==> src/rtl/multdiv_iterative.sv <==
// Iterative signed 32-bit multiply/divide unit: radix-2 shift-add multiply and
// restoring divide on magnitudes, sign fix-up in a final cycle.
module multdiv_iterative #(
  parameter int WIDTH = 32
) (
  input  logic             clock,
  input  logic             reset,
  input  logic [WIDTH-1:0] data_operandA,
  input  logic [WIDTH-1:0] data_operandB,
  input  logic             ctrl_MULT,
  input  logic             ctrl_DIV,
  output logic [WIDTH-1:0] data_result,
  output logic             data_exception,
  output logic             data_resultRDY,
  output logic             busy
);

  // Handshake: a one-cycle ctrl_MULT/ctrl_DIV pulse starts an op in any state
  // (restarting one in flight); busy stays high until the one-cycle
  // data_resultRDY pulse, with data_result/data_exception valid alongside it.

  localparam int CW = $clog2(WIDTH);

  typedef enum logic [2:0] {IDLE, MUL, DIV, FIX, DONE} state_t;

  state_t             state;
  logic [CW-1:0]      counter;
  logic               op_mul;
  logic               sign;
  logic [WIDTH-1:0]   a_mag;
  logic [WIDTH-1:0]   b_mag;
  logic [2*WIDTH-1:0] acc;
  logic [WIDTH-1:0]   rem;

  logic               start;
  logic [WIDTH-1:0]   opa_mag;
  logic [WIDTH-1:0]   opb_mag;
  logic [WIDTH:0]     mul_sum;
  logic [WIDTH:0]     div_shift;
  logic [WIDTH:0]     div_diff;
  logic               div_ge;
  logic [2*WIDTH-1:0] mul_signed;
  logic [WIDTH-1:0]   div_signed;
  logic [WIDTH-1:0]   fix_result;
  logic               fix_exc;
  logic               last_iter;

  assign start     = ctrl_MULT | ctrl_DIV;
  assign opa_mag   = data_operandA[WIDTH-1] ? (~data_operandA + 1'b1) : data_operandA;
  assign opb_mag   = data_operandB[WIDTH-1] ? (~data_operandB + 1'b1) : data_operandB;
  assign last_iter = (counter == CW'(WIDTH - 1));

  // Multiply step: add |A| into the upper half when the current multiplier bit
  // is set, then shift the whole accumulator right by one.
  assign mul_sum = {1'b0, acc[2*WIDTH-1:WIDTH]} + (acc[0] ? {1'b0, a_mag} : '0);

  // Divide step: bring the next dividend bit into the remainder and try a
  // 33-bit subtraction; its borrow decides the quotient bit.
  assign div_shift = {rem, acc[WIDTH-1]};
  assign div_diff  = div_shift - {1'b0, b_mag};
  assign div_ge    = ~div_diff[WIDTH];

  assign mul_signed = sign ? (~acc + 1'b1) : acc;
  assign div_signed = sign ? (~acc[WIDTH-1:0] + 1'b1) : acc[WIDTH-1:0];

  always_comb begin
    fix_result = '0;
    fix_exc    = 1'b0;
    if (op_mul) begin
      fix_result = mul_signed[WIDTH-1:0];
      fix_exc    = ~((&mul_signed[2*WIDTH-1:WIDTH-1]) | ~(|mul_signed[2*WIDTH-1:WIDTH-1]));
    end else if (b_mag == '0) begin
      fix_result = '0;
      fix_exc    = 1'b1;
    end else begin
      // A positive quotient of 2^31 only arises from 0x80000000 / -1.
      fix_result = div_signed;
      fix_exc    = acc[WIDTH-1] & ~sign;
    end
  end

  always_ff @(posedge clock or posedge reset) begin
    if (reset) begin
      state          <= IDLE;
      counter        <= '0;
      op_mul         <= 1'b0;
      sign           <= 1'b0;
      a_mag          <= '0;
      b_mag          <= '0;
      acc            <= '0;
      rem            <= '0;
      data_result    <= '0;
      data_exception <= 1'b0;
      data_resultRDY <= 1'b0;
      busy           <= 1'b0;
    end else if (start) begin
      state          <= ctrl_MULT ? MUL : DIV;
      op_mul         <= ctrl_MULT;
      counter        <= '0;
      sign           <= data_operandA[WIDTH-1] ^ data_operandB[WIDTH-1];
      a_mag          <= opa_mag;
      b_mag          <= opb_mag;
      acc            <= ctrl_MULT ? {{WIDTH{1'b0}}, opb_mag} : {{WIDTH{1'b0}}, opa_mag};
      rem            <= '0;
      data_resultRDY <= 1'b0;
      busy           <= 1'b1;
    end else begin
      data_resultRDY <= 1'b0;
      case (state)
        IDLE: begin
          counter <= '0;
        end
        MUL: begin
          acc <= {mul_sum, acc[WIDTH-1:1]};
          if (last_iter) begin
            counter <= '0;
            state   <= FIX;
          end else begin
            counter <= counter + CW'(1);
          end
        end
        DIV: begin
          rem               <= div_ge ? div_diff[WIDTH-1:0] : div_shift[WIDTH-1:0];
          acc[WIDTH-1:0]    <= {acc[WIDTH-2:0], div_ge};
          if (last_iter) begin
            counter <= '0;
            state   <= FIX;
          end else begin
            counter <= counter + CW'(1);
          end
        end
        FIX: begin
          data_result    <= fix_result;
          data_exception <= fix_exc;
          data_resultRDY <= 1'b1;
          busy           <= 1'b0;
          counter        <= '0;
          state          <= DONE;
        end
        DONE: begin
          counter <= '0;
          state   <= IDLE;
        end
        default: begin
          counter <= '0;
          state   <= IDLE;
        end
      endcase
    end
  end

endmodule

==> config.mk <==
export PLATFORM = sky130hd
export DESIGN_NAME = multdiv_iterative
export DESIGN_NICKNAME = d
export VERILOG_FILES = /design/src/rtl/multdiv_iterative.sv
export SDC_FILE = /design/constraint.sdc
export NUM_CORES = 1
export LEC_CHECK = 0
export CAP_MARGIN = 20
export CORE_MARGIN = 10
export CORE_UTILIZATION = 40
export DETAILED_ROUTE_END_ITERATION = 10
export PLACE_DENSITY = 0.62
export SYNTH_ARGS = -nofsm -noshare
export SYNTH_HDL_FRONTEND = slang
export SYNTH_SLANG_ARGS = --single-unit
==> constraint.sdc <==
create_clock -name clock -period 11.1 [get_ports clock]
set_input_delay 2.775 -clock clock [delete_from_list [all_inputs] [get_ports clock]]
set_output_delay 2.775 -clock clock [all_outputs]
set_load 0.05 [all_outputs]
; After elaboration in Yosys (flattened, before gate mapping)
; Index checks and enable logic that the tools add are counted.
[word_totals]
latchBits = 0
reg_bits = 205
romBits = 0
ramBits = 0
out_inout_bits = 35
input_bits = 68
wordCells = 77
memories = 0
[op_classes]
shifts = 0
n_eq_ne = 6
bitwise = 13
mul = 0
div_mod_pow = 0
mux = 27
order_cmp = 0
reduce_logical = 11
add_sub_neg = 7
[ops]
columns = cell, count
row1 = two-way mux 32 bit, 11
row2 = two-way mux 64 bit, 2
row3 = "adder 32 x 1 -> 32 bit, second input constant", 3
row4 = inverter 32 bit, 3
row5 = "adder 64 x 1 -> 64 bit, second input constant", 1
row6 = inverter 64 bit, 1
row7 = case mux 32 bit (2 select lines), 1
row8 = adder 32 x 32 -> 33 bit, 1
row9 = AND reduction 33 bit, 1
row10 = OR reduction 33 bit, 1
row11 = subtractor 33 x 32 -> 33 bit, 1
row12 = zero test 32 bit, 1
row13 = two-way mux 5 bit, 3
row14 = case mux 3 bit (3 select lines), 1
row15 = "equality test 3 x 2 -> 1 bit, second input constant", 2
row16 = two-way mux 1 bit, 6
row17 = two-way mux 3 bit, 2
row18 = nonzero test 2 bit, 3
row19 = "adder 5 x 1 -> 5 bit, second input constant", 1
row20 = "equality test 5 bit, second input constant", 1
row21 = inverter 1 bit, 5
row22 = AND reduction 2 bit, 2
row23 = "equality test 3 x 1 -> 1 bit, second input constant", 1
row24 = zero test 3 bit, 1
row25 = other kinds (8), 9

; Logic depth before layout (Yosys ltp)
[depth]
ltp_word = 8
depth_mapped = 15
depth_no_buf = 14

; Least setup slack after synthesis
; OpenSTA, ideal clock, no wires.
[synth_path]
path_type = input to register
startpoint = in data_operandA[9]
endpoint = reg acc[29]
setup_slack_ps = 5594
setup_time_ps = 119
arrival_ps = 5387
path_buffers = 0
required_time_ps = 10981
path_stages = 9
cell_sequence = or4_1 -> or3_1 -> or4_1 -> nand2b_1 -> or3_1 -> o41ai_1 -> xor2_1 -> o2111ai_1 -> o21a_1
[synth_between]
elab_chain_cells = 5
[synth_lines]
columns = item, line_no
row1 = start: declaration, 8  ; input logic [WIDTH-1:0] data_operandA,
row2 = inverter 32 bit, 49  ; assign opa_mag = data_operandA[WIDTH-1] ? (~data_operandA + 1'b1) : data_operandA;
row3 = adder 32 x 1 -> 32 bit, 49
row4 = two-way mux 32 bit, 49
row5 = two-way mux 32 bit, 103  ; acc <= ctrl_MULT ? {{WIDTH{1'b0}}, opb_mag} : {{WIDTH{1'b0}}, opa_mag};
row6 = two-way mux 64 bit, 96  ; end else if (start) begin
row7 = end signal: assignment, 103
row8 = end signal: assignment, 114  ; acc <= {mul_sum, acc[WIDTH-1:1]};
row9 = end signal: indexed assignment, 124  ; acc[WIDTH-1:0] <= {acc[WIDTH-2:0], div_ge};
row10 = end: declaration, 32  ; logic [2*WIDTH-1:0] acc;
; Every way passes these cells.
; A chain may end at the register's enable or synchronous reset.

; Worst setup path in the final report
[layout_path]
startpoint = in data_operandA[7]
endpoint = reg acc[30]
; Same word-level chain as after synthesis.

==> flow_metrics.py <==
metrics = {
    "run_status": {
        "status": "finished, final reports clean",
    },
    "route": {
        "final_antenna_net_count": 0,
        "wl_um": 51400,
        "wire_per_inst_um": 21.0,
        "drt-pass1-iter-count": 6,
        "vias_per_cell": 5.85,
        "vias": 14300,
        "drc": 0,
        "drtIter0Drc": 1290,
    },
    "floorplan": {
        "start_util": 0.404,
        "die_w_um": 215,
        "coreArea_mm2": 0.0375,
        "die_area_mm2": 0.0461,
        "fp-row-count": 71,
        "io_pins": 103,
        "die_h_um": 215,
    },
    "synthesis": {
        "syn-instance-count": 1877,
        "synth_area_per_cell_um2": 8.07,
        "postSynthNetCount": 2016,
        "post-synth-top-area-cell": "dfrtp_1",
        "yosysWarnings": 0,
        "synth-async-reset-ratio": 1.00,
        "synth_edf_count": 0,
        "ys_seq_area_frac": 0.339,
        "synth_seq_cells": 205,
        "syn_area_mm2": 0.0152,
        "synth_top_area_share": 0.339,
        "synth_cell_type_count": 76,
        "yosys-top-cells-area": "dfrtp_1 34%, nand2_1 6.5%, o21ai_0 6.0%",
        "synth_flop_cell": "dfrtp_1",
    },
    "sta": {
        "setup_viol": 0,
        "setup_tns_ns": 0,
        "fin_skew_ns": 0.0111,
        "rsz0062_at_grt": "no",
        "max_freq_ghz": 0.170,
        "worst_pin_slew_ns": 1.07,
        "maxSlewHeadroom": 0.285,
        "final-hold-violation-count": 0,
        "fin_crit_sh": 0.529,
        "drv_slew": 0,
        "timing.final.crit_period_ns": 5.87,
    },
    "clocking": {
        "cts_hold_buf": 0,
        "cts.sink_count": 205,
        "clkTransAtPathRegs_ns": 0.06,
        "clk_latency_ns": 0.57,
        "cts_resized": 0,
        "ctsRootBufferMaster": "clkbuf_16",
        "cts_made_buffers": 27,
        "cts_tree": "yes",
        "post_cts_buffers": 0,
        "cts_buffer_depth": 3,
        "h-tree-depth": 1,
    },
    "placement": {
        "gp_congestion": 0.923,
        "place_inst": 2396,
        "io_buffers": 102,
        "place_hpwl_um": 37800,
    },
    "critical_path": {
        "r2r-end": "data_exception$_DFFE_PP0P_",
        "cp_max_fo": 4,
        "cp.arrival_ns": 6.34,
        "critPathKind": "input port to flop",
        "regToRegStartpoint": "acc[37]$_DFFE_PP0P_",
        "reg2regPathDepth": 10,
        "start_kind": "input port",
        "endpoint_kind": "flop",
        "reg2reg_slack_ns": 6.15,
        "required_ns": 11.57,
    },
    "min_path": {
        "hold_depth": 1,
        "holdPathEnd": "counter[0]$_DFF_PP0_",
        "hold_start": "counter[0]$_DFF_PP0_",
        "min_path_type": "flop to flop",
    },
    "pwr": {
        "p_leak_nw": 7.45,
        "ir_drop_uv": 102,
        "cellPowerDensity_mw_per_mm2": 148,
    },
    "global_route": {
        "track_usage": 0.216,
        "grt_pass1_vias": 13900,
        "grt_start_max_net_pins": 136,
        "grt_overflow": 0,
        "antenna_found_initial": 1,
        "grt_pass1_wl_um": 80300,
    },
    "layout": {
        "nets": 2054,
        "drive_gt1_frac": 0.0502,
        "n_antenna_cell": 0,
        "finalNonFillerCells": 2445,
        "area_growth_syn_to_layout_pct": 15.2,
    },
    "run": {
        "max-cap-violations": 0,
    },
}
-- power by group --
| group | switching [mW] | internal, mW |
|---|---|---|
| Combinational | 0.501 | 0.269 |
| Sequential | 0.0977 | 0.839 |
| Clock | 0.356 | 0.520 |
-- critical path, stage by stage --
cell	delay, ns
clkdlybuf4s50_1	0.47
or4_1	0.58
or3_1	0.43
or4_1	0.48
nand2b_1	0.21
o21ai_0	0.48
nand2_1	0.17
a21oi_1	0.19
xnor2_1	0.17
nand3_1	0.10
a41oi_1	0.27
-- synthesized netlist by cell type, drive strengths merged (13+ instances only) --
master,instances
nand4,13
o22ai,17
nor2,131
dfrtp,205
o31ai,33
a21oi,148
a21o,30
xnor2,67
inv,71
o22a,14
clkbuf,99
and2,33
or3,16
xor2,97
o21ai,183
nand2,263
or2,13
nor3,32
nand2b,13
nand3,37
or4,38
o41ai,17
mux2i,28
a31oi,15
nor4,29
ha,69
o21a,21
-- worst max path at each step --
stage	start	endpoint	slack (ns)	cells past startpoint
6_report	data_operandA[7]	acc[30]$_DFFE_PP0P_	5.23	11
5_1_grt	data_operandA[7]	acc[30]$_DFFE_PP0P_	4.95	11
4_1_cts	data_operandA[7]	acc[29]$_DFFE_PP0P_	5.28	10
3_5_place_dp	data_operandA[7]	acc[30]$_DFFE_PP0P_	4.73	11
3_3_place_gp	data_operandA[7]	acc[29]$_DFFE_PP0P_	4.78	10
2_1_floorplan	reset	a_mag[0]$_DFFE_PP0N_	2.73	1
-- per-layer routing --
layer | part of all wire | vias up | global-route usage
met5 | 0 | - | 0
met4 | 0.026 | 0 | 0.0624
met3 | 0.081 | 75 | 0.0425
met2 | 0.44 | 528 | 0.337
met1 | 0.45 | 6905 | 0.298
li1 | - | 6794 | -
-- through the flow --
step	cell area (um2)	util	power, mW	hold slack [ns]	setup WS [ns]
3_3_place_gp	16600	0.442	1.70	0.446	4.78
2_1_floorplan	15200	-	1.43	0.431	2.73
3_5_place_dp	16600	0.442	1.71	0.457	4.73
5_1_grt	17500	0.465	2.71	0.490	4.95
4_1_cts	17400	0.465	2.60	0.464	5.28
6_report	17500	0.465	2.58	0.458	5.23
-- flip-flops by register name, indices dropped and copies added (netlist names) --
name,count
a_mag,32
acc,64
b_mag,32
busy,1
counter,5
data_exception,1
data_result,32
data_resultRDY,1
op_mul,1
rem,32
sign,1
state,3
-- cell families after synthesis --
family	Yosys count	synth area share
and+or+nand+nor	658	0.207
AOI/OAI and AO/OA	567	0.233
DFF	205	0.339
buffers and inverters	182	0.0462
xor gates and xnor gates	164	0.0948
adders and majority gates	71	0.0596
muxes	30	0.0200
-- placed cells by master, fill, tap and decap left out, drive strengths merged, types with 8 or more instances in the layout --
cell / count
a211oi: 8
a21o: 30
a21oi: 148
a31oi: 15
and2: 33
and3: 11
buf: 18
clkbuf: 39
clkdlybuf4s50: 102
dfrtp: 205
ha: 69
inv: 72
mux2i: 28
nand2: 263
nand2b: 13
nand3: 37
nand4: 13
nor2: 131
nor2b: 11
nor3: 32
nor4: 29
o2111ai: 10
o211ai: 8
o21a: 21
o21ai: 183
o21bai: 12
o22a: 14
o22ai: 17
o31ai: 33
o41ai: 17
or2: 13
or3: 16
or4: 38
xnor2: 67
xor2: 97
-- area by class of cell --
cell class	count	area (um2)
Inverter	71	274
Sequential cell	205	5130
Multi-Input combinational cell	1490	9360
Clock inverter	9	77.6
Fill cell	3750	20000
Tap cell	511	639
Clock buffer	39	801
Timing Repair Buffer	120	1160
(Power assumes the default switching activity.)
